### src/rtl/ventilador_pkg.sv
// ---------------------------------------------------------------------------
// ventilador_pkg
// Shared types for the fan controller: FSM state encoding (visible on the
// state output port), temperature zone encoding and their widths.
// ---------------------------------------------------------------------------
package ventilador_pkg;

  localparam int STATE_W = 2;
  localparam int ZONE_W  = 2;

  // Encoding is externally visible: OFF=0 KICK=1 RAMP=2 RUN=3.
  typedef enum logic [STATE_W-1:0] {
    ST_OFF  = 2'd0,
    ST_KICK = 2'd1,
    ST_RAMP = 2'd2,
    ST_RUN  = 2'd3
  } state_t;

  typedef enum logic [ZONE_W-1:0] {
    ZONE_LOW  = 2'd0,
    ZONE_MID  = 2'd1,
    ZONE_HIGH = 2'd2
  } zone_t;

endpackage

### src/rtl/ventilador_pwm_gen.sv
// ---------------------------------------------------------------------------
// ventilador_pwm_gen
// Glitch-free PWM generator. The counter runs 0 .. 2^PWM_BITS-2, so one
// period is 2^PWM_BITS-1 cycles and duty = 2^PWM_BITS-1 means always high.
// The commanded duty is captured only when the counter is at zero, so a duty
// change never truncates or stretches a pulse already in progress.
//
// Ports:
//   clk      in   system clock, rising edge
//   rst_n    in   asynchronous active-low reset
//   enable   in   gate for the output (low forces pwm_out low next cycle)
//   duty     in   commanded duty, PWM_BITS wide
//   pwm_out  out  registered PWM drive
// ---------------------------------------------------------------------------
module ventilador_pwm_gen #(
  parameter int PWM_BITS = 8
) (
  input  logic                clk,
  input  logic                rst_n,
  input  logic                enable,
  input  logic [PWM_BITS-1:0] duty,
  output logic                pwm_out
);

  localparam logic [PWM_BITS-1:0] CNT_LAST = PWM_BITS'((1 << PWM_BITS) - 2);

  logic [PWM_BITS-1:0] pwm_cnt_reg;
  logic [PWM_BITS-1:0] duty_lat_reg;
  logic                pwm_out_reg;

  always_ff @(posedge clk or negedge rst_n) begin
    if (!rst_n) begin
      pwm_cnt_reg  <= '0;
      duty_lat_reg <= '0;
      pwm_out_reg  <= 1'b0;
    end else begin
      pwm_cnt_reg <= (pwm_cnt_reg == CNT_LAST) ? '0 : pwm_cnt_reg + PWM_BITS'(1);
      if (pwm_cnt_reg == '0) begin
        duty_lat_reg <= duty;
      end
      pwm_out_reg <= enable && (pwm_cnt_reg < duty_lat_reg);
    end
  end

  assign pwm_out = pwm_out_reg;

endmodule

### src/rtl/ventilador_pwm.sv
// ---------------------------------------------------------------------------
// ventilador_pwm
// Single-channel fan controller: kick-start at full duty after power-on,
// ramp of one LSB every RAMP_DIV cycles toward a zone target, three
// temperature zones with hysteresis, manual boost and a PWM output stage.
//
// Ports:
//   clk       in   system clock, rising edge
//   rst_n     in   asynchronous active-low reset
//   power_on  in   fan enable (level); low forces OFF from any state
//   boost     in   manual override to DUTY_MAX (level)
//   temp      in   unsigned temperature, TEMP_W wide, sampled every cycle
//   fan_on    out  high in every state except OFF
//   pwm_out   out  PWM drive to the fan
//   duty      out  commanded duty (registered)
//   state     out  FSM state: OFF=0 KICK=1 RAMP=2 RUN=3
// ---------------------------------------------------------------------------
module ventilador_pwm
  import ventilador_pkg::*;
#(
  parameter int PWM_BITS = 8,
  parameter int TEMP_W   = 8,
  parameter int T_MID    = 40,
  parameter int T_HI     = 60,
  parameter int HYST     = 5,
  parameter int DUTY_MIN = 64,
  parameter int DUTY_MID = 160,
  parameter int DUTY_MAX = 255,
  parameter int KICK_CYC = 1024,
  parameter int RAMP_DIV = 256
) (
  input  logic                clk,
  input  logic                rst_n,
  input  logic                power_on,
  input  logic                boost,
  input  logic [TEMP_W-1:0]   temp,
  output logic                fan_on,
  output logic                pwm_out,
  output logic [PWM_BITS-1:0] duty,
  output logic [STATE_W-1:0]  state
);

  localparam int KICK_W = (KICK_CYC > 1) ? $clog2(KICK_CYC) : 1;
  localparam int RAMP_W = (RAMP_DIV > 1) ? $clog2(RAMP_DIV) : 1;

  localparam logic [KICK_W-1:0]   KICK_LAST = KICK_W'(KICK_CYC - 1);
  localparam logic [RAMP_W-1:0]   RAMP_LAST = RAMP_W'(RAMP_DIV - 1);
  localparam logic [PWM_BITS-1:0] D_MIN     = PWM_BITS'(DUTY_MIN);
  localparam logic [PWM_BITS-1:0] D_MID     = PWM_BITS'(DUTY_MID);
  localparam logic [PWM_BITS-1:0] D_MAX     = PWM_BITS'(DUTY_MAX);
  localparam logic [TEMP_W-1:0]   TH_HI     = TEMP_W'(T_HI);
  localparam logic [TEMP_W-1:0]   TH_HI_REL = TEMP_W'(T_HI - HYST);
  localparam logic [TEMP_W-1:0]   TH_MID    = TEMP_W'(T_MID);
  localparam logic [TEMP_W-1:0]   TH_MID_REL = TEMP_W'(T_MID - HYST);

  state_t              state_reg;
  zone_t               zone_reg;
  zone_t               zone_next;
  logic [PWM_BITS-1:0] duty_reg;
  logic [PWM_BITS-1:0] target;
  logic [PWM_BITS-1:0] duty_step;
  logic [KICK_W-1:0]   kick_cnt_reg;
  logic [RAMP_W-1:0]   ramp_cnt_reg;
  logic                fan_on_reg;

  // Zone with hysteresis: a zone is entered at its threshold and left only
  // once temp falls HYST below it.
  always_comb begin
    zone_next = ZONE_LOW;
    if (temp >= TH_HI) begin
      zone_next = ZONE_HIGH;
    end else if (zone_reg == ZONE_HIGH && temp >= TH_HI_REL) begin
      zone_next = ZONE_HIGH;
    end else if (temp >= TH_MID) begin
      zone_next = ZONE_MID;
    end else if (zone_reg != ZONE_LOW && temp >= TH_MID_REL) begin
      zone_next = ZONE_MID;
    end
  end

  always_comb begin
    target = D_MIN;
    if (boost) begin
      target = D_MAX;
    end else begin
      case (zone_reg)
        ZONE_HIGH: target = D_MAX;
        ZONE_MID:  target = D_MID;
        default:   target = D_MIN;
      endcase
    end
  end

  // Only consumed when duty_reg != target, so a single LSB step can neither
  // wrap nor overshoot the target.
  assign duty_step = (duty_reg < target) ? duty_reg + PWM_BITS'(1)
                                         : duty_reg - PWM_BITS'(1);

  always_ff @(posedge clk or negedge rst_n) begin
    if (!rst_n) begin
      state_reg    <= ST_OFF;
      zone_reg     <= ZONE_LOW;
      duty_reg     <= '0;
      kick_cnt_reg <= '0;
      ramp_cnt_reg <= '0;
      fan_on_reg   <= 1'b0;
    end else begin
      zone_reg <= zone_next;
      if (!power_on) begin
        state_reg  <= ST_OFF;
        duty_reg   <= '0;
        fan_on_reg <= 1'b0;
      end else begin
        fan_on_reg <= 1'b1;
        case (state_reg)
          ST_OFF: begin
            state_reg    <= ST_KICK;
            duty_reg     <= D_MAX;
            kick_cnt_reg <= '0;
          end
          ST_KICK: begin
            duty_reg <= D_MAX;
            if (kick_cnt_reg == KICK_LAST) begin
              state_reg    <= ST_RAMP;
              ramp_cnt_reg <= '0;
            end else begin
              kick_cnt_reg <= kick_cnt_reg + KICK_W'(1);
            end
          end
          ST_RAMP: begin
            if (boost) begin
              duty_reg  <= D_MAX;
              state_reg <= ST_RUN;
            end else if (duty_reg == target) begin
              state_reg <= ST_RUN;
            end else if (ramp_cnt_reg == RAMP_LAST) begin
              ramp_cnt_reg <= '0;
              duty_reg     <= duty_step;
              // Leave on the step that lands on the target, not a cycle later.
              if (duty_step == target) begin
                state_reg <= ST_RUN;
              end
            end else begin
              ramp_cnt_reg <= ramp_cnt_reg + RAMP_W'(1);
            end
          end
          default: begin // ST_RUN
            if (boost) begin
              duty_reg <= D_MAX;
            end else if (duty_reg != target) begin
              state_reg    <= ST_RAMP;
              ramp_cnt_reg <= '0;
            end
          end
        endcase
      end
    end
  end

  // The FSM is non-OFF next cycle exactly when power_on is high, so power_on
  // is the enable that lines pwm_out up with the state it will be shown in.
  ventilador_pwm_gen #(
    .PWM_BITS (PWM_BITS)
  ) u_pwm_gen (
    .clk     (clk),
    .rst_n   (rst_n),
    .enable  (power_on),
    .duty    (duty_reg),
    .pwm_out (pwm_out)
  );

  assign fan_on = fan_on_reg;
  assign duty   = duty_reg;
  assign state  = state_reg;

endmodule
### config.mk
export PLATFORM = sky130hd
export DESIGN_NAME = ventilador_pwm
export DESIGN_NICKNAME = d
export VERILOG_FILES = /design/src/rtl/ventilador_pkg.sv /design/src/rtl/ventilador_pwm_gen.sv /design/src/rtl/ventilador_pwm.sv
export SDC_FILE = /design/constraint.sdc
export NUM_CORES = 1
export LEC_CHECK = 0
export ABC_AREA = 1
export ABC_CLOCK_PERIOD_IN_PS = 3400
export CORE_UTILIZATION = 53
export DETAILED_ROUTE_END_ITERATION = 6
export PLACE_DENSITY = 0.76
export SETUP_SLACK_MARGIN = 0.05
export SYNTH_ARGS = -nofsm -noshare
export SYNTH_HDL_FRONTEND = slang
export SYNTH_SLANG_ARGS = --single-unit
### constraint.sdc
create_clock -name clk -period 3.4 [get_ports clk]
set_clock_uncertainty 0.2 [all_clocks]
set_input_delay 0.68 -clock clk [delete_from_list [all_inputs] [get_ports clk]]
set_output_delay 0.68 -clock clk [all_outputs]
set_load 0.05 [all_outputs]
== Yosys cells after proc, flatten, opt, wreduce, memory -nomap -nowiden ==
Cells that the tools add are included.
Storage, ports and cells
  input port bits: 12
  memories kept: 0
  memory bits (read-only): 0
  output and inout port bits: 12
  register bits after elaboration: 48
  bits in latches: 0
  memory bits (writable): 0
Cells by class
  order comparisons: 6
  muxes and demuxes: 33
  div/mod/pow operators: 0
  bitwise operators: 1
  shifts and indexed selects: 0
  equality and inequality tests: 23
  reduce and logical (&&, ||, !) cells: 13
  $add $sub $neg: 5
  multipliers: 0
Operators by type and width (count)
  two-way mux 8 bit: 14
  greater-or-equal comparator 8 x 6 -> 1 bit, second input constant: 4
  case mux 8 bit (2 select lines): 2
  adder 8 x 1 -> 8 bit, second input constant: 3
  case mux 8 bit (3 select lines): 1
  two-way mux 2 bit: 10
  case mux 10 bit (2 select lines): 1
  equality test 8 bit: 2
  equality test 8 bit, second input constant: 2
  less-than comparator 8 bit: 2
  adder 10 x 1 -> 10 bit, second input constant: 1
  equality test 10 bit, second input constant: 1
  two-way mux 10 bit: 1
  inequality test 5 bit, second input constant: 2
  logical NOT 8 bit: 1
  inequality test 2 bit, second input constant: 4
  inequality test 4 bit, second input constant: 2
  inequality test 8 bit: 1
  subtractor 8 x 1 -> 8 bit, second input constant: 1
  AND reduction 7 bit: 1
  case mux 2 bit (3 select lines): 1
  AND reduction 3 bit: 2
  inequality test 5 x 1 -> 1 bit, second input constant: 1
  inequality test 5 x 2 -> 1 bit, second input constant: 1
  13 further kinds: 20

== Logic depth before layout (Yosys ltp) ==
  word-level depth: 12
  depth in mapped cells: 26

== Cells and area by module ==
From an unflattened synthesis, not the netlist that was laid out.
Unflattened totals
  cells, all modules: 444
  area total of the unflattened synthesis: 3409.5 µm²
By module, submodules not included
  ventilador_pwm: cells an instance 327, instances 1, area an instance 2434.8 µm²
  ventilador_pwm_gen: cells an instance 117, instances 1, area an instance 974.7 µm²

== Worst setup path before layout ==
Ideal clock, no wire load.
  kind: input -> register
  start: input boost
  end: register state_reg[0] (netlist: state[0])
  arrival time: 3.087 ns
  slack: -0.007 ns
  required time: 3.080 ns
  cell stages on the path: 18
  path through: nor2_1 -> ha_1 -> a21o_1 -> nor3_2 -> nand2_2 -> ha_1 -> nand2_1 -> inv_1 -> o21ai_0 -> nand4_1 -> a21boi_0 -> nand3_1 -> nand2_1 -> nand2_1 -> nand2_1 -> nand2_1 -> nand2_1 -> nand2_1
On the way
  word-level cells in the longest chain between the ends: 6
  elaborated cells on any way between the ends: 15
  those cells by class: order compare: 1; eq/ne: 7; mux: 6; reduce/logical: 1
RTL lines
  from (decl): RTL line ventilador_pwm.sv:35  | input logic boost,
  two-way mux 8 bit: RTL line ventilador_pwm.sv:83  | if (boost) begin
  less-than comparator 8 bit or equality test 8 bit (tied branches): RTL line ventilador_pwm.sv:96, ventilador_pwm.sv:134
  two-way mux 8 bit or two-way mux 2 bit (tied branches): RTL line ventilador_pwm.sv:96, ventilador_pwm.sv:134
  equality test 8 bit or two-way mux 2 bit (tied branches): RTL line ventilador_pwm.sv:140, ventilador_pwm.sv:131
  inequality test 5 bit (no source line) or case mux 2 bit (3 select lines) (tied branches)
  AND reduction 5 bit (no source line) or two-way mux 2 bit (tied branches)
  to (signal assigned): RTL line ventilador_pwm.sv:101  | state_reg <= ST_OFF;
  to (signal assigned): RTL line ventilador_pwm.sv:141  | state_reg <= ST_RUN;
  to (signal assigned): RTL line ventilador_pwm.sv:151  | state_reg <= ST_RAMP;
  to (decl): RTL line ventilador_pwm.sv:56  | state_t state_reg;
Parallel ways exist; a longest one is shown, timed or not.
A chain may end at the register's enable or synchronous reset.

== Worst setup path after layout ==
  start: register zone_reg[1]
  end: register state_reg[0] (netlist: state[0])
On the way
  word-level cells in the longest chain between the ends: 8
  elaborated cells on any way between the ends: 17
  those cells by class: order compare: 1; eq/ne: 8; mux: 7; reduce/logical: 1
RTL lines
  from (decl): RTL line ventilador_pwm.sv:57  | zone_t zone_reg;
  from (signal assigned): RTL line ventilador_pwm.sv:108  | zone_reg <= zone_next;
  equality test 2 x 1 -> 1 bit or equality test 2 bit (tied branches): RTL line ventilador_pwm.sv:86  | case (zone_reg)
  case mux 8 bit (2 select lines) (*): RTL line ventilador_pwm.sv:86
  two-way mux 8 bit (*): RTL line ventilador_pwm.sv:83
  less-than comparator 8 bit or equality test 8 bit (tied branches): RTL line ventilador_pwm.sv:96, ventilador_pwm.sv:134
  two-way mux 8 bit or two-way mux 2 bit (tied branches): RTL line ventilador_pwm.sv:96, ventilador_pwm.sv:134
  equality test 8 bit or two-way mux 2 bit (tied branches): RTL line ventilador_pwm.sv:140, ventilador_pwm.sv:131
  inequality test 5 bit (no source line) or case mux 2 bit (3 select lines) (tied branches)
  AND reduction 5 bit (no source line) or two-way mux 2 bit (tied branches)
Every way passes the cells marked *; elsewhere a longest branch is shown, timed or not.

==> run_results.csv <==
group,metric,value,unit
outcome,status,"finished with violations",
outcome,violations,"design-rule violations, negative setup slack",
layout,antennaDiodeCount,0,
timing,finalCriticalPeriod,3490,ps
critical_path,rr_worst_depth,25,
critical_path,start_kind,"flop",
synthesis,synth_seq_area_share,0.371,
timing,relSlewSlack,0.630,
critical_path,worstSetupEndpoint,"state[0]$_DFFE_PN0P_",
detailed_routing,routedWlPerCell,13.3,um
job,cap_violations,0,
cts,path_clk_slew,90,ps
pwr,power_switching,0.00101,W
critical_path,r2r_end,"state[0]$_DFFE_PN0P_",
detailed_routing,routed_wl,7540,um
detailed_routing,drt_iter0_markers,143,
hold_path,min_path_type,"input pin to asynchronous set/reset pin",
cts,cts_sinks,48,
grt,grt_pass1_vias,2922,
grt,antenna_found_initial,0,
pwr,clockPowerShare,0.153,
timing,finalSetupTns,-142,ps
die,start_util,0.547,
synthesis,synth_seq_cells,48,
layout,final_area,0.00418,mm^2
synthesis,syn_area_per_cell,7.60,um^2
layout,fill_cells,489,
timing,fmax,0.287,GHz
detailed_routing,route.detailed.drc,1,
timing,layout_setup_ws,-86.0,ps
synthesis,yosys.area.top_type,"dfrtp_1",
synthesis,syn-cell-area,0.00324,mm^2
synthesis,synth_nets,467,
layout,nets,531,
timing,rsz0062_at_grt,"yes",
grt,grt_max_degree,32,
pwr,vdd_ir_drop_max,0.000404,V
cts,clk_path_buf_depth,2,
critical_path,startpoint,"zone_reg[1]$_DFF_PN0_",
synthesis,synth_area_leaders,"dfrtp_1, ha_1, nand2_1",
synthesis,yosysWarnings,0,
detailed_routing,num_vias,3095,
critical_path,cp_max_fo,8,
critical_path,critical_path_class,"flop to flop",
detailed_routing,avgViaCountPerCell,5.47,
place,hpwlAfterDp,5590,um
layout,area_growth,29.1,%
critical_path,reg2reg_from,"zone_reg[1]$_DFF_PN0_",
critical_path,end_kind,"flop",
timing,setup_viol_count_final,2,
pwr,p_sw_frac,0.433,
synthesis,synth_top_area_share,0.371,
grt,groute.usage.overall,0.250,
critical_path,worstPathArrival,3480,ps
place,portBuffers,23,
layout,final_util,0.706,
timing,finalCritPeriodShare,1.03,
layout,largest_reg_flops,10,
synthesis,dominantRegCellSynth,"dfrtp_1",
pwr,power.density,559,mW/mm^2
synthesis,ys_top_cells_by_count,"nand2_1, inv_1, dfrtp_1",
grt,overflow,0,
die,num_rows,28,
detailed_routing,first_pass_iters,7,
place,routabilityCongestion,0.894,
pwr,seqPwrFrac,0.319,
timing,report.final.slew_viol_count,0,
timing,worstMarginPinSlew,554,ps
die,die_h,80.2,um
pwr,power_leakage,2.01,nW
cts,htreeDepth,2,
synthesis,synth_enable_flop_cells,0,
synthesis,synthCells,426,
die,coreArea,0.00592,mm^2
die,dieArea,0.00642,mm^2
cts,insertion_delay,300,ps
die,die_w,80.2,um
die,ios,24,
pwr,p_int,0.00132,W
synthesis,synthArstFlopShare,1.00,
critical_path,rrSetupSlack,-90,ps
place,pre_cts_ws,-747,ps
timing,hold_viol_final,0,
grt,grt_pass1_wl,12700,um
place,placed_cell_area,0.00383,mm^2
cts,cts_tree,"yes",
synthesis,yosysUniqueCellTypes,40,
synthesis,yosysMostFrequentCell,"nand2_1",
detailed_routing,antenna_left,0,
pwr,totalPowerFinal,0.00234,W
pwr,share_comb_of_total_power,0.528,
cts,cts_buffers,5,
cts,root_buffer,"clkbuf_8",
layout,drive_gt1_frac,0.226,
critical_path,cp.required,3390,ps
-- area by class of cell --
type / count / area, um^2 / share of cell area
clock buffer: 7 / 86.3 / 0.0207
sequential: 48 / 1200 / 0.287
inverter: 68 / 258 / 0.0617
timing repair buffer: 60 / 515 / 0.123
tap: 75 / 93.8 / 0.0225
multi-input combinational: 307 / 2020 / 0.483
clock inverter: 1 / 7.51 / 0.00180
-- stage by stage --
| step | cells | hold slack [ps] |
|---|---|---|
| final | 566 | 95.2 |
| after global placement | 551 | 267 |
| after global routing | 566 | 119 |
| after detailed placement | 551 | 274 |
| after floorplan | 426 | 184 |
| after CTS | 564 | 103 |
-- power by group through the flow --
stage               Sequential [W]  Clock, W  Combinational, W
detailed placement        0.000748         0           0.00110
global placement          0.000746         0           0.00107
CTS                       0.000740  0.000365           0.00118
finish                    0.000746  0.000357           0.00124
floorplan                 0.000862         0          0.000599
global route              0.000755  0.000394           0.00137
-- metal layers --
metal  routed length [um]  global-route usage  up-vias
li1                     -                   -     1547
met2                 3760               0.436       81
met3                  336              0.0364        7
met5                    0                   0        -
met1                 3390               0.321     1460
met4                   63              0.0696        0
-- worst max-delay path, cell delays in order (launching register included) --
cell and delay, ps:
dfrtp_1 390, inv_2 90, buf_6 100, ha_4 110
inv_2 30, nor2_2 210, ha_4 250, nand2_1 80
nor2_1 60, nor3_4 300, nand2_8 150, ha_4 270
nand2_2 60, inv_2 40, nor2_2 120, nand2_1 100
nand2_1 110, nand3_2 90, nand3_1 140, nand3_1 90
nand2_1 60, nand2_1 60, nand2_2 80, nand2_2 50
nand2_1 60, nand2_1 60
-- cells by family after synthesis --
logic type,count (synthesis),share of synthesized area
buffers and inverters,71,0.0870
adder cells (fa/ha/maj),29,0.114
flip-flops,48,0.371
XOR/XNOR,6,0.0162
AO/OA/AOI/OAI,75,0.133
AND/OR/NAND/NOR,197,0.278
-- how the worst min path moves through the flow --
stage                                       endpoint  slack, ps  depth (start not counted)
6_report          u_pwm_gen.pwm_cnt_reg[2]$_DFF_PN0_        100                          1
3_3_place_gp   u_pwm_gen.duty_lat_reg[0]$_DFFE_PN0N_        270                          2
3_5_place_dp   u_pwm_gen.duty_lat_reg[4]$_DFFE_PN0N_        270                          2
2_1_floorplan                    duty[0]$_DFFE_PN0P_        180                          0
5_1_grt           u_pwm_gen.pwm_cnt_reg[3]$_DFF_PN0_        120                          1
4_1_cts           u_pwm_gen.pwm_cnt_reg[2]$_DFF_PN0_        100                          1
-- timing repair --
action | 4_1_cts | 5_1_grt
pin swaps | 25 | 14
endpoints found under the setup margin | 5 | 4
hold buffers | 0 | 0
hold endpoints to repair | 0 | 0
setup buffers | 5 | 2
gates resized for setup | 40 | 18
-- cell usage in the layout, fill, tap and decap left out, types with 3 or more instances in the layout --
master / n
a21oi_1: 23
a21oi_2: 3
buf_4: 34
buf_6: 3
clkbuf_8: 6
clkdlybuf4s50_1: 21
dfrtp_1: 48
ha_1: 17
ha_4: 10
inv_1: 58
inv_2: 9
nand2_1: 70
nand2_2: 13
nand3_1: 27
nand3_2: 5
nand4_1: 11
nor2_1: 39
nor2_2: 4
nor2_4: 4
nor3_1: 10
o21ai_0: 24
o21ai_2: 3
o22ai_1: 8
xor2_1: 4
No activity file was read; power rests on OpenSTA's default activity.
